<file path="src/rtl/mips_pkg.sv">
// mips_pkg: opcode constants and fetch-stage state shared by the fetch and control units
package mips_pkg;
  localparam logic [5:0] OP_RTYPE = 6'b000000;
  localparam logic [5:0] OP_J     = 6'b000010;
  localparam logic [5:0] OP_JAL   = 6'b000011;
  localparam logic [5:0] OP_BEQ   = 6'b000100;
  localparam logic [5:0] OP_BNE   = 6'b000101;
  localparam logic [5:0] OP_ADDI  = 6'b001000;
  localparam logic [5:0] OP_LW    = 6'b100011;
  localparam logic [5:0] OP_SW    = 6'b101011;
  typedef enum logic [1:0] {ST_BOOT, ST_RUN, ST_HALT, ST_FAULT} fetch_state_e;
endpackage

</file>
<file path="src/rtl/pc_next.sv">
// pc_next: combinational next-PC selection between sequential, taken beq and j
module pc_next
  import mips_pkg::*;
(
  input  logic [31:0] pc_i,
  input  logic [31:0] instruction_i,
  input  logic        alu_zero_i,
  output logic [31:0] pc_plus4_o,
  output logic [31:0] next_pc_o,
  output logic        is_j_o
);
  logic [5:0]  op;
  logic        is_beq;
  logic [31:0] br_tgt;
  logic [31:0] j_tgt;
  assign op         = instruction_i[31:26];
  assign is_beq     = op == OP_BEQ;
  assign is_j_o     = op == OP_J;
  assign pc_plus4_o = pc_i + 32'd4;
  assign br_tgt     = pc_plus4_o + {{14{instruction_i[15]}}, instruction_i[15:0], 2'b00};
  assign j_tgt      = {pc_plus4_o[31:28], instruction_i[25:0], 2'b00};
  assign next_pc_o  = is_j_o ? j_tgt : (is_beq && alu_zero_i) ? br_tgt : pc_plus4_o;
endmodule

</file>
<file path="src/rtl/fetch_pc_unit.sv">
// fetch_pc_unit: PC register with boot/run/halt/fault control and a retired-instruction counter
module fetch_pc_unit
  import mips_pkg::*;
#(
  parameter logic [31:0] RESET_PC  = 32'h0000_0000,
  parameter int          IM_WORDS  = 100,
  parameter bit          HALT_SELF = 1'b1
) (
  input  logic        clk,
  input  logic        reset,
  input  logic [31:0] instruction,
  input  logic        alu_zero,
  input  logic        stall,
  output logic [31:0] pc,
  output logic [31:0] pc_plus4,
  output logic        halted,
  output logic        fault,
  output logic [31:0] retired_count
);
  fetch_state_e state_q, state_d;
  logic [31:0]  pc_q, pc_d, cnt_q, cnt_d, next_pc;
  logic         is_j, oob, self_j;
  pc_next u_pc_next (
    .pc_i          (pc_q),
    .instruction_i (instruction),
    .alu_zero_i    (alu_zero),
    .pc_plus4_o    (pc_plus4),
    .next_pc_o     (next_pc),
    .is_j_o        (is_j)
  );
  assign oob    = (next_pc >> 2) >= 32'(IM_WORDS);
  assign self_j = HALT_SELF && is_j && (next_pc == pc_q);
  // Out-of-range wins over self-jump; a fault never counts as retired.
  always_comb begin
    state_d = state_q;
    pc_d    = pc_q;
    cnt_d   = cnt_q;
    if (state_q == ST_BOOT) state_d = ST_RUN;
    else if (state_q == ST_RUN && !stall) begin
      if (oob) state_d = ST_FAULT;
      else begin
        cnt_d   = cnt_q + 32'd1;
        state_d = self_j ? ST_HALT : ST_RUN;
        pc_d    = self_j ? pc_q : next_pc;
      end
    end
  end
  always_ff @(posedge clk or posedge reset) begin
    if (reset) begin
      state_q <= ST_BOOT;
      pc_q    <= RESET_PC;
      cnt_q   <= 32'd0;
    end else begin
      state_q <= state_d;
      pc_q    <= pc_d;
      cnt_q   <= cnt_d;
    end
  end
  assign pc            = pc_q;
  assign retired_count = cnt_q;
  assign halted        = state_q == ST_HALT;
  assign fault         = state_q == ST_FAULT;
endmodule

</file>
<file path="config.mk">
export PLATFORM = sky130hd
export DESIGN_NAME = fetch_pc_unit
export DESIGN_NICKNAME = d
export VERILOG_FILES = /design/src/rtl/mips_pkg.sv /design/src/rtl/pc_next.sv /design/src/rtl/fetch_pc_unit.sv
export SDC_FILE = /design/constraint.sdc
export NUM_CORES = 1
export LEC_CHECK = 0
export BUFFER_PORTS_ARGS = -buffer_cell sky130_fd_sc_hd__buf_2
export CAP_MARGIN = 20
export CORE_MARGIN = 4
export CORE_UTILIZATION = 55
export DETAILED_ROUTE_END_ITERATION = 10
export PLACE_DENSITY = 0.79
export SKIP_CTS_REPAIR_TIMING = 1
export SLEW_MARGIN = 30
export SYNTH_ARGS = -nofsm -noshare
export SYNTH_HDL_FRONTEND = slang
export SYNTH_SLANG_ARGS = --single-unit
</file>
<file path="constraint.sdc">
create_clock -name clk -period 6.1 [get_ports clk]
set_input_delay 1.525 -clock clk [delete_from_list [all_inputs] [get_ports clk]]
set_output_delay 1.525 -clock clk [all_outputs]
set_load 0.02 [all_outputs]
</file>
==> flow_summary_export.csv <==
group,metric,value,unit
run_status,status,"finished clean",
yosys,synth_warnings,0,
grt,met3_usage,0.0589,
timing,tightest_slew,0.951,ns
grt,use_met2,0.490,
critical_path,crit_family,"simple AND/OR/NAND/NOR gates",
placed_design,port-buffer-count,133,
pwr,finalPower,1.17,mW
critical_path,critPathSlowestCell,"xnor2_1",
critical_path,slowest_delay,0.52,ns
yosys,synth_common_cells,"80 x nand2_1, 68 x nor2_1, 66 x dfrtp_1",
grt,busiest_layer,"met2",
yosys,synth_seq_area_share,0.242,
detailed_routing,ant_nets,0,
grt,grt_util_all_layers,0.323,
floorplanning,pin_count,134,
timing,whs,0.486,ns
yosys,yosysUniqueCellTypes,90,
detailed_routing,dr.first_iter.drc_count,942,
yosys,ys_seq_elements,66,
grt,grt_max_degree,67,
layout,layout-drive-gt1-share,0.210,
grt,grt_pass1_vias,6894,
detailed_routing,num_vias,7396,
timing,relSlewSlack,0.364,
timing,finalCriticalPeriod,5.70,ns
yosys,synth_most_common_cell,"nand2_1",
critical_path,cp.arrival,5.95,ns
critical_path,crit_buf_inv,0,
pwr,irDropWorstVdd,0.196,mV
pwr,p_leak,3.81,nW
grt,grt_overflow,0,
grt,grt_util_met1,0.449,
detailed_routing,wl,23600,microns
layout,nFillCells,1092,
critical_path,r2r_slack,0.40,ns
job,drv_cap,0,
worst_hold_path,hp-class,"flop to flop",
timing,finalSetupViolCount,0,
critical_path,reg2reg_from,"pc[2]$_DFFE_PP0P_",
floorplanning,die-area,14300,sq um
floorplanning,fp.coreArea,12100,sq um
yosys,synthArstFlopShare,1.00,
detailed_routing,route.detailed.drc,0,
timing,hold_violations,0,
clocking,h-tree-depth,3,
floorplanning,start_util,0.564,
yosys,ys_top_cells_by_area,"dfrtp_1 24%, ha_1 5.9%, xnor2_1 5.6%",
yosys,syn_inst,855,
detailed_routing,avgRoutedWirePerCell,20.8,microns
critical_path,crit_required,6.35,ns
grt,grt_pass1_wl,37100,microns
critical_path,crit_cells,17,
clocking,clock_path_buffers,2,
clocking,cts_buffers,9,
critical_path,cp-start-kind,"flop",
layout,diodes,0,
timing,finalCritPeriodShare,0.934,
clocking,clock_sinks,66,
yosys,synth_top_area_share,0.242,
yosys,synth.avg_cell_area,7.99,sq um
critical_path,crit_path_max_fanout,26,
critical_path,end_kind,"flop",
floorplanning,rows,40,
timing,tns,0,ns
detailed_routing,firstDrtPassIters,6,
critical_path,crit_type,"flop to flop",
floorplanning,die_w,119,microns
timing,clock_skew,0.00541,ns
critical_path,cp-startpoint,"pc[2]$_DFFE_PP0P_",
placed_design,dp_hpwl,18000,microns
yosys,synth_edf_count,0,
detailed_routing,via_per_inst,6.53,
yosys,synth_top_area_cell,"dfrtp_1",
clocking,tritoncts,"built",
timing,drv_slew,0,
yosys,synth_nets,924,
layout,nets,1029,
critical_path,cp_cell_sequence,"ha_1 -> and4_1 -> nor3b_4 -> nand2_1 -> xnor2_1 -> ha_1 -> a21oi_1 -> o21a_1 -> o221ai_1 -> a211o_1 -> nor2_1 -> mux2i_1 -> o2111ai_1 -> nor4_4 -> nand3_4 -> nor4_1 -> xor2_1",
grt,antenna_found_initial,0,
placed_design,gp_congestion,0.985,
floorplanning,die_y,119,microns
yosys,syn_area,6830,sq um
clocking,worstSkewPairLatency,0.33,ns
critical_path,crit_top_cell,"ha_1",
critical_path,cp-endpoint,"retired_count[31]$_DFFE_PP0P_",
critical_path,r2r_end,"retired_count[31]$_DFFE_PP0P_",
critical_path,ff2ff_path_depth,17,
clocking,clk_pin_slew,0.05,ns
pwr,power.density,148,nW/um^2
clocking,clockRootBuffer,"clkbuf_16",
timing,fmax,0.175,GHz
yosys,synth_ff_type,"dfrtp_1",
timing,rsz0062_at_grt,"false",
layout,area_delta_synth_final,15.9,%
==> cells by family (layout without fill, tap and decap cells) <==
| group | Yosys count | count (layout) | synth area share |
|---|---|---|---|
| AOI/OAI and AO/OA | 187 | 187 | 0.196 |
| buffers and inverters | 82 | 192 | 0.0553 |
| muxes | 16 | 16 | 0.0245 |
| DFF | 66 | 66 | 0.242 |
| xor gates and xnor gates | 84 | 84 | 0.108 |
| adders and majority gates | 33 | 33 | 0.0615 |
| and+or+nand+nor | 387 | 387 | 0.314 |
==> final cells by class <==
cell class              count  area (sq um)  share of cell area
multi-input cells         707          4800               0.606
flip-flops and latches     66          1650               0.208
repair buffers            150           806               0.102
clock inverters             5           100              0.0126
well taps                 168           210              0.0265
inverters                  26          97.6              0.0123
clock buffers              11           253              0.0319
==> worst min-delay path by stage <==
stage	start	end	slack (ns)	cells past startpoint
after global placement	retired_count[31]$_DFFE_PP0P_	retired_count[31]$_DFFE_PP0P_	0.45	1
after floorplan	state_q[1]$_DFFE_PP0P_	state_q[1]$_DFFE_PP0P_	0.54	2
after detailed placement	retired_count[31]$_DFFE_PP0P_	retired_count[31]$_DFFE_PP0P_	0.46	1
after global routing	retired_count[31]$_DFFE_PP0P_	retired_count[31]$_DFFE_PP0P_	0.50	1
after CTS	retired_count[29]$_DFFE_PP0P_	retired_count[29]$_DFFE_PP0P_	0.49	1
final	retired_count[4]$_DFFE_PP0P_	retired_count[4]$_DFFE_PP0P_	0.49	1
==> stage by stage <==
| stage | utilization | cells | setup WS, ns | area, sq um |
|---|---|---|---|---|
| 5_1_grt | 0.654 | 1133 | 0.0326 | 7920 |
| 3_3_place_gp | 0.624 | 1115 | 0.589 | 7550 |
| 6_report | 0.654 | 1133 | 0.401 | 7920 |
| 2_1_floorplan | - | 855 | 0.968 | 6830 |
| 3_5_place_dp | 0.624 | 1115 | 0.514 | 7550 |
| 4_1_cts | 0.653 | 1131 | 0.438 | 7910 |
==> metal layers <==
| layer | vias up | part of all wire |
|---|---|---|
| met5 | - | 0 |
| met2 | 452 | 0.44 |
| met4 | 0 | 0.043 |
| met3 | 72 | 0.094 |
| met1 | 3494 | 0.42 |
| li1 | 3378 | - |
==> power breakdown <==
| group | total, mW | internal [mW] | switching, mW |
|---|---|---|---|
| sequential | 0.438 | 0.438 | 0.000000000881 |
| clock | 0.600 | 0.419 | 0.181 |
| combinational | 0.134 | 0.0452 | 0.0884 |
| total | 1.17 | 0.903 | 0.269 |
==> cell usage in the layout, fill, tap and decap left out, types with 26 or more instances in the layout <==
cell,instances
a21oi_1,37
and3_1,26
buf_2,133
dfrtp_1,66
ha_1,32
nand2_1,80
nand3_1,44
nand4_1,37
nor2_1,68
nor3_1,30
o21ai_0,31
xnor2_1,44
xor2_1,40
==> registers in the layout (all words and copies together), names as in the netlist <==
register and flops:
state_q 2, pc 32, retired_count 32
Power figures use the tool's default switching activity.
